<file path="config.mk">
export PLATFORM = sky130hd
export DESIGN_NAME = imm_gen_stage
export DESIGN_NICKNAME = d
export VERILOG_FILES = /design/src/rtl/imm_gen_stage.sv
export SDC_FILE = /design/constraint.sdc
export NUM_CORES = 1
export LEC_CHECK = 0
export BUFFER_PORTS_ARGS = -buffer_cell sky130_fd_sc_hd__buf_2
export CAP_MARGIN = 20
export CORE_MARGIN = 5
export CORE_UTILIZATION = 62
export DETAILED_ROUTE_END_ITERATION = 12
export PLACE_DENSITY = 0.86
export SLEW_MARGIN = 5
export SYNTH_ARGS = -nofsm -noshare
export SYNTH_HDL_FRONTEND = slang
export SYNTH_SLANG_ARGS = --single-unit
</file>
<file path="constraint.sdc">
create_clock -name clk -period 6.54 [get_ports clk]
set_clock_uncertainty 0.2 [all_clocks]
set_input_delay 1.308 -clock clk [delete_from_list [all_inputs] [get_ports clk]]
set_output_delay 1.308 -clock clk [all_outputs]
set_load 0.01 [all_outputs]
</file>
<file path="src/rtl/imm_gen_stage.sv">
// Registered immediate-generation stage: decodes the RV immediate, format, illegal flag
// and PC-relative target for one instruction per valid/ready transfer.
module imm_gen_stage #(
    parameter int XLEN = 32,
    parameter bit SKID = 1'b1
) (
    input  logic            clk,
    input  logic            rst,
    input  logic            in_valid,
    output logic            in_ready,
    input  logic [31:0]     in_inst,
    input  logic [XLEN-1:0] in_pc,
    output logic            out_valid,
    input  logic            out_ready,
    output logic [31:0]     out_inst,
    output logic [XLEN-1:0] out_pc,
    output logic [XLEN-1:0] out_imm,
    output logic [2:0]      out_fmt,
    output logic            out_illegal,
    output logic [XLEN-1:0] out_target
);

    localparam logic [2:0] FMT_R   = 3'd0;
    localparam logic [2:0] FMT_I   = 3'd1;
    localparam logic [2:0] FMT_S   = 3'd2;
    localparam logic [2:0] FMT_B   = 3'd3;
    localparam logic [2:0] FMT_U   = 3'd4;
    localparam logic [2:0] FMT_J   = 3'd5;
    localparam logic [2:0] FMT_ILL = 3'd6;

    localparam logic [6:0] OP_R      = 7'b0110011;
    localparam logic [6:0] OP_LOAD   = 7'b0000011;
    localparam logic [6:0] OP_IMM    = 7'b0010011;
    localparam logic [6:0] OP_JALR   = 7'b1100111;
    localparam logic [6:0] OP_STORE  = 7'b0100011;
    localparam logic [6:0] OP_BRANCH = 7'b1100011;
    localparam logic [6:0] OP_LUI    = 7'b0110111;
    localparam logic [6:0] OP_AUIPC  = 7'b0010111;
    localparam logic [6:0] OP_JAL    = 7'b1101111;

    typedef struct packed {
        logic [31:0]     inst;
        logic [XLEN-1:0] pc;
        logic [XLEN-1:0] imm;
        logic [2:0]      fmt;
        logic            illegal;
        logic [XLEN-1:0] target;
    } bundle_t;

    logic [31:0]     w_imm32;
    logic            w_fill;
    logic            w_has_target;
    logic [2:0]      w_fmt;
    logic            w_illegal;
    logic [XLEN-1:0] w_imm;
    logic [XLEN-1:0] w_target;
    bundle_t         w_dec;
    logic            w_in_fire;

    bundle_t         r_out;
    logic            r_out_valid;

    // w_imm32 holds the low 32 bits; w_fill is replicated above bit 31 for XLEN=64.
    // NOTE: every combinational output gets a default first so no latch is inferred.
    always_comb begin
        w_imm32      = '0;
        w_fill       = 1'b0;
        w_has_target = 1'b0;
        w_fmt        = FMT_ILL;
        w_illegal    = 1'b0;
        case (in_inst[6:0])
            OP_R: begin
                w_fmt = FMT_R;
            end
            OP_LOAD, OP_JALR: begin
                w_fmt   = FMT_I;
                w_imm32 = {{20{in_inst[31]}}, in_inst[31:20]};
                w_fill  = in_inst[31];
            end
            OP_IMM: begin
                w_fmt = FMT_I;
                if (in_inst[13:12] == 2'b01) begin
                    // Shifts carry a zero-extended shamt, not a signed immediate.
                    if (XLEN == 64) w_imm32 = {26'b0, in_inst[25:20]};
                    else            w_imm32 = {27'b0, in_inst[24:20]};
                end else begin
                    w_imm32 = {{20{in_inst[31]}}, in_inst[31:20]};
                    w_fill  = in_inst[31];
                end
            end
            OP_STORE: begin
                w_fmt   = FMT_S;
                w_imm32 = {{20{in_inst[31]}}, in_inst[31:25], in_inst[11:7]};
                w_fill  = in_inst[31];
            end
            OP_BRANCH: begin
                w_fmt        = FMT_B;
                w_imm32      = {{20{in_inst[31]}}, in_inst[7], in_inst[30:25],
                                in_inst[11:8], 1'b0};
                w_fill       = in_inst[31];
                w_has_target = 1'b1;
            end
            OP_LUI, OP_AUIPC: begin
                w_fmt        = FMT_U;
                w_imm32      = {in_inst[31:12], 12'b0};
                w_fill       = in_inst[31];
                w_has_target = (in_inst[6:0] == OP_AUIPC);
            end
            OP_JAL: begin
                w_fmt        = FMT_J;
                w_imm32      = {{12{in_inst[31]}}, in_inst[19:12], in_inst[20],
                                in_inst[30:21], 1'b0};
                w_fill       = in_inst[31];
                w_has_target = 1'b1;
            end
            default: begin
                w_fmt     = FMT_ILL;
                w_illegal = 1'b1;
            end
        endcase
    end

    always_comb begin
        w_imm        = {XLEN{w_fill}};
        w_imm[31:0]  = w_imm32;
        w_target     = w_has_target ? (in_pc + w_imm) : '0;
    end

    always_comb begin
        w_dec.inst    = in_inst;
        w_dec.pc      = in_pc;
        w_dec.imm     = w_imm;
        w_dec.fmt     = w_fmt;
        w_dec.illegal = w_illegal;
        w_dec.target  = w_target;
    end

    assign w_in_fire = in_valid & in_ready;

    generate
        if (SKID) begin : g_skid
            bundle_t r_skid;
            logic    r_skid_valid;

            // in_ready depends only on state and rst, never on out_ready.
            assign in_ready = !rst && !r_skid_valid;

            // NOTE: sequential state uses <= so every register samples pre-edge values.
            // NOTE: skid data is reset along with its valid so no X can ever reach out_*.
            always_ff @(posedge clk) begin
                if (rst) begin
                    r_out        <= '0;
                    r_out_valid  <= 1'b0;
                    r_skid       <= '0;
                    r_skid_valid <= 1'b0;
                end else if (!r_out_valid || out_ready) begin
                    if (r_skid_valid) begin
                        r_out        <= r_skid;
                        r_out_valid  <= 1'b1;
                        r_skid_valid <= 1'b0;
                    end else if (w_in_fire) begin
                        r_out       <= w_dec;
                        r_out_valid <= 1'b1;
                    end else begin
                        r_out_valid <= 1'b0;
                    end
                end else if (w_in_fire) begin
                    r_skid       <= w_dec;
                    r_skid_valid <= 1'b1;
                end
            end
        end else begin : g_noskid
            assign in_ready = !rst && (!r_out_valid || out_ready);

            always_ff @(posedge clk) begin
                if (rst) begin
                    r_out       <= '0;
                    r_out_valid <= 1'b0;
                end else if (!r_out_valid || out_ready) begin
                    r_out_valid <= w_in_fire;
                    if (w_in_fire) r_out <= w_dec;
                end
            end
        end
    endgenerate

    assign out_valid   = r_out_valid;
    assign out_inst    = r_out.inst;
    assign out_pc      = r_out.pc;
    assign out_imm     = r_out.imm;
    assign out_fmt     = r_out.fmt;
    assign out_illegal = r_out.illegal;
    assign out_target  = r_out.target;

endmodule

</file>
**After elaboration in Yosys (flattened, before gate mapping)**

Index checks and enable logic that the tools add are counted.

- Equal/unequal tests: 10
- Multiplexer cells: 10
- Bitwise operators: 2
- Add/subtract/negate cells: 1
- Reduce and logical (&&, ||, !) cells: 14

Operators by type and width:

| operator | number |
|---|---|
| 132-bit two-way mux | 2 |
| 32-bit case mux with 6 select lines | 1 |
| 32-bit two-way mux | 2 |
| 32-bit adder | 1 |
| 7-bit by 6-bit equality test with 1-bit output (second input constant) | 3 |
| 7-bit equality test (second input constant) | 3 |
| 3-bit case mux with 6 select lines | 1 |
| 7-bit by 5-bit equality test with 1-bit output (second input constant) | 2 |
| 9-bit OR reduction | 1 |
| 2-bit OR reduction | 4 |
| 7-bit by 2-bit equality test with 1-bit output (second input constant) | 1 |
| 2-bit AND reduction | 2 |
| 1-bit zero test | 3 |
| 1-bit two-way mux | 3 |
| 3-bit OR reduction | 1 |
| 2-bit by 1-bit equality test with 1-bit output (second input constant) | 1 |
| 1-bit case mux with 2 select lines | 1 |
| 2-bit nonzero test | 1 |
| 1-bit bitwise AND | 1 |
| 1-bit logical AND | 1 |
| 1-bit logical OR | 1 |
| 1-bit inverter | 1 |

- Input bits: 68
- Bits in registers: 266

**Depth between registers and ports, before layout**

- Depth in word-level cells: 7
- Mapped depth: 16

**Least setup slack after synthesis**

OpenSTA, ideal clock, no wires.

- Kind: in2reg
- From: in in_inst[6]
- To: reg g_skid.r_skid[22] (netlist name)
- Arrival time: 4.247 ns
- Buffers on the path: 3
- Stages on the path: 15
- Path slack: 1.975 ns
- Data required time: 6.223 ns
- Cell sequence: buf_4 > and3b_1 > buf_4 > or3b_2 > a21oi_4 > a21o_1 > ha_1 > clkbuf_1 > a21o_1 > a21oi_1 > nand3_1 > a21oi_4 > nor4_4 > or3_1 > a32o_1

- Cells in the longest elaborated chain, start to end: 5

RTL lines:

| item | line | source |
|---|---|---|
| start, declared | 11 | `input logic [31:0] in_inst,` |
| 7-bit by 5-bit equality test with 1-bit output (tied with other cells) | 71 | `case (in_inst[6:0])` |
| 2-bit OR reduction | - |  |
| 32-bit case mux with 6 select lines (*) | 71 |  |
| via w_imm[15] | 55 | `logic [XLEN-1:0] w_imm;` |
| 32-bit adder (*) | 126 | `w_target = w_has_target ? (in_pc + w_imm) : '0;` |
| 32-bit two-way mux (*) | 126 |  |
| end signal, assigned | 168 | `r_skid <= w_dec;` |
| end, declared | 142 | `bundle_t r_skid;` |

Mark *: on every way through the listed nets, which the timed path passes. The rest lies on a longest branch.
A chain may end at the register's enable or synchronous reset.

**Worst setup path after layout**

- From: in in_inst[12]
- To: reg r_out, in the netlist out_target[31]

- Cells in the longest elaborated chain, start to end: 7

RTL lines:

| item | line | source |
|---|---|---|
| 2-bit by 1-bit equality test with 1-bit output | 82 | `if (in_inst[13:12] == 2'b01) begin` |
| 32-bit two-way mux | 82 |  |
| 32-bit case mux with 6 select lines | 71 |  |
| via w_imm[24] | 55 |  |
| 32-bit adder | 126 |  |
| 32-bit two-way mux | 126 |  |
| 132-bit two-way mux | 161 | `end else if (w_in_fire) begin` |
| 132-bit two-way mux | 157 | `if (r_skid_valid) begin` |
| end signal, assigned | 158 | `r_out <= r_skid;` |
| end signal, assigned | 162 | `r_out <= w_dec;` |
| end, declared | 60 | `bundle_t r_out;` |

The timed path passes the listed nets, and every way through them passes these cells. The select of a mux whose other input is x is not followed.

==> impl_metrics.csv <==
group,metric,value,unit
synth,ys_seq_area_share,41.0,%
drt,routed_via_density,6.14,
cells_and_area,synthToLayoutAreaGrowth,14.0,%
clocking,postCtsSetupBuffers,0,
timing,drv_slew,0,
grt,grt.overflow.total,0,
clocking,cts_root_buffer,"clkbuf_16",
worst_setup_path,cp_cell_sequence,"buf_2, nor2b_1, o21ai_0, nand3_1, a21oi_1, a21o_1, ha_1, a21oi_1, o21ai_0, o21ai_0, a2111oi_1, a211oi_1, xnor2_1, o22ai_1",
synth,synth.avg_cell_area,8.12,sq um
cells_and_area,ff_latch_area,5330,sq um
place,numPortBuffers,201,
worst_setup_path,reg2reg_slack,3.08,ns
cells_and_area,utilization,71.2,%
timing,rsz0062_at_grt,"false",
clocking,ctsResizeCount,0,
worst_setup_path,cp_data_arrival_time,5.14,ns
drt,remaining_drc_errors,0,
floorplan,die_w,155,microns
worst_setup_path,crit_path_start_kind,"primary input",
floorplan,fp.dieH,155,microns
worst_setup_path,cp_num_cells,14,
floorplan,pin_count,202,
worst_setup_path,slowest_stage,"a21oi_1",
synth,netlist-cell-type-count,81,
drt,ant_nets,0,
timing,setup_violations,0,
synth,syn_nets,1702,
synth,ys_seq_elements,266,
timing,hold_slack,0.253,ns
place,gp_congestion,0.951,
place,place_inst,1965,
synth,yosys_warnings,0,
timing,fmax,0.202,GHz
drt,drt-total-wl,39000,microns
drt,drtIter0Drc,1023,
clocking,clockBufferDepth,3,
drt,avgRoutedWirePerCell,19.4,microns
timing,max_slew_margin,27.0,%
min_path,holdPathStages,2,
timing,setup_tns,0,ns
grt,grt.total_usage,31.1,%
timing,hold_viol,0,
worst_setup_path,worstPathRequired,6.74,ns
cells_and_area,drive_gt1_share,16.4,%
clocking,clk_pin_slew,0.07,ns
clocking,h-tree-depth,1,
clocking,cts_tree,"built",
pwr,power.leakage,5.99,nW
worst_setup_path,cp_max_fo,12,
timing,worst_slew_pin_slew,1.09,ns
synth,synthFlopType,"dfxtp_1",
synth,syn_inst,1602,
worst_setup_path,crit_buf_inv,1,
worst_setup_path,crit_type,"primary input to flip-flop",
min_path,hold_class,"flip-flop to flip-flop",
cells_and_area,fillers,1638,
clocking,cts.sink_count,266,
floorplan,start_util,62.5,%
floorplan,dieArea,24000,sq um
worst_setup_path,critical_path.top_delay_family,"compound AO/OA/AOI/OAI gates",
place,hpwlAfterDp,27300,microns
synth,async_flop_share,0,%
synth,synth_area,13000,sq um
worst_setup_path,crit_top_cell,"o21ai_0",
flow_run,maxCapViolations,0,
min_path,min-delay-start,"g_skid.r_skid[31]",
cells_and_area,multiInputGateArea,7100,sq um
synth,synth_edf_count,0,
grt,grt_pass1_vias,11700,
cells_and_area,diodes,0,
clocking,cts_buffers,27,
cells_and_area,layout.cells.non_filler,2015,
drt,drt_first_pass_iters,5,
worst_setup_path,slowest_delay,0.91,ns
min_path,hold_end,"g_skid.r_skid[31]",
clocking,clk_latency,0.56,ns
grt,grt_max_degree,107,
grt,antenna_found_initial,0,
status,status,"completed",
floorplan,coreArea,20800,sq um
timing,fin_crit_sh,75.5,%
timing,fin_crit,4.94,ns
worst_setup_path,r2r-start,"g_skid.r_skid_valid",
clocking,cts_hold_buf,0,
pwr,ir_drop,228,uV
floorplan,rows,53,
cells_and_area,nets,1819,
worst_setup_path,reg2reg_depth,5,
pwr,powerDensity,250,nW/um^2
worst_setup_path,end_kind,"flip-flop",
grt,grt_pass1_wl,61500,microns
drt,routed-via-count,12400,
worst_setup_path,r2r_end,"out_imm[16]",
-- kinds of logic (layout without fill, tap and decap cells) --
| kind of cell | after synthesis | in the layout | synth area share (%) |
|---|---|---|---|
| and+or+nand+nor | 607 | 607 | 20.5 |
| AOI/OAI and AO/OA | 459 | 459 | 23.4 |
| DFF | 266 | 266 | 41.0 |
| buffers and inverters | 140 | 278 | 4.68 |
| muxes | 78 | 78 | 6.00 |
| adders and majority gates | 32 | 32 | 3.14 |
| xor gates and xnor gates | 20 | 20 | 1.35 |
-- layout make-up --
class                      count  area share (%)
multi-input combinational   1196            47.9
tap                          275            2.32
sequential                   266            35.9
timing repair buffer         212            7.47
inverter                      16           0.405
clock inverter                14            1.02
clock buffer                  36            4.92
-- synthesized netlist by cell type (6+ instances only) --
cell type | count | area, sq um
dfxtp_1 | 266 | 5330
nand2_1 | 257 | 965
nor2_1 | 184 | 691
a21oi_1 | 163 | 816
clkbuf_1 | 103 | 387
a211oi_1 | 87 | 653
mux2i_1 | 78 | 781
o21ai_0 | 50 | 250
nor3_1 | 47 | 235
a21o_1 | 35 | 263
ha_1 | 31 | 388
o211ai_1 | 31 | 233
nand2b_1 | 28 | 175
nand3_1 | 26 | 130
inv_1 | 15 | 56.3
o21a_1 | 13 | 97.6
and2_1 | 10 | 62.6
nand4_1 | 10 | 62.6
xnor2_1 | 10 | 87.6
xor2_1 | 10 | 87.6
a22oi_1 | 9 | 67.6
and3_1 | 9 | 56.3
or3_1 | 9 | 56.3
buf_2 | 8 | 40.0
a211o_1 | 6 | 52.6
o22ai_1 | 6 | 37.5
-- how the worst max path moves through the flow --
stage          slack (ns)                 to        start
2_1_floorplan        1.98  g_skid.r_skid[22]   in_inst[6]
3_3_place_gp         1.38  g_skid.r_skid[25]  in_inst[12]
3_5_place_dp         1.17     out_target[31]  in_inst[12]
4_1_cts              1.72     out_target[31]  in_inst[12]
5_1_grt              1.33     out_target[31]  in_inst[12]
6_report             1.60     out_target[31]  in_inst[12]
-- power breakdown --
part	internal, mW	switching [mW]
clock network	0.873	0.664
registers	1.68	0.0327
logic	0.158	0.299
-- metal layers --
layer | vias up | GRT usage, % | share of wire, % | wire [microns]
li1 | 5903 | - | - | -
met2 | 500 | 52.0 | 48 | 18700
met1 | 5853 | 40.1 | 40 | 15600
met3 | 124 | 4.84 | 7.6 | 2970
met4 | 0 | 13.2 | 4.6 | 1780
met5 | - | 0 | 0 | 0
-- placed cells by master (no fill, tap or decap), types with 5 or more instances in the layout --
cell         n
nand2b_1    28
dfxtp_1    265
nand4_1     10
a21o_1      35
nor2b_1      5
nand2_1    257
a21oi_1    163
o211ai_1    31
a211o_1      6
o31ai_1      5
o21a_1      12
and2_1      10
nor3_1      47
a221oi_1     5
clkinv_2     6
clkbuf_16   27
buf_4       10
and3_1       8
or3_1        9
a22oi_1      9
nand3_1     25
o22ai_1      6
o21ai_0     50
clkbuf_1     7
a211oi_1    87
buf_2      200
nor2_1     184
a31oi_1      5
ha_1        31
mux2i_1     78
xor2_1      10
xnor2_1     10
inv_1       15
-- through the flow --
step / setup slack (ns) / power [mW] / cell area [sq um]
after floorplan: 1.98 / 2.03 / 13000
after global placement: 1.38 / 2.19 / 13900
after detailed placement: 1.17 / 2.20 / 13900
after CTS: 1.72 / 3.72 / 14800
after global routing: 1.33 / 3.84 / 14800
final: 1.60 / 3.71 / 14800
-- sequential cells by signal, summed over array words and instances (netlist names) --
name and flops:
out_illegal 1, out_fmt 3, g_skid.r_skid 132, out_pc 32
out_imm 32, out_target 32, out_inst 32, g_skid.r_skid_valid 1
out_valid 1
-- worst reg2reg max path: stages, from the launching register on --
cell,delay [ns]
dfxtp_4,0.54
buf_4,0.81
o21a_4,0.69
buf_4,0.70
o211ai_1,0.26
a21oi_1,0.21
Note: power is estimated with default switching activity, not from simulation.
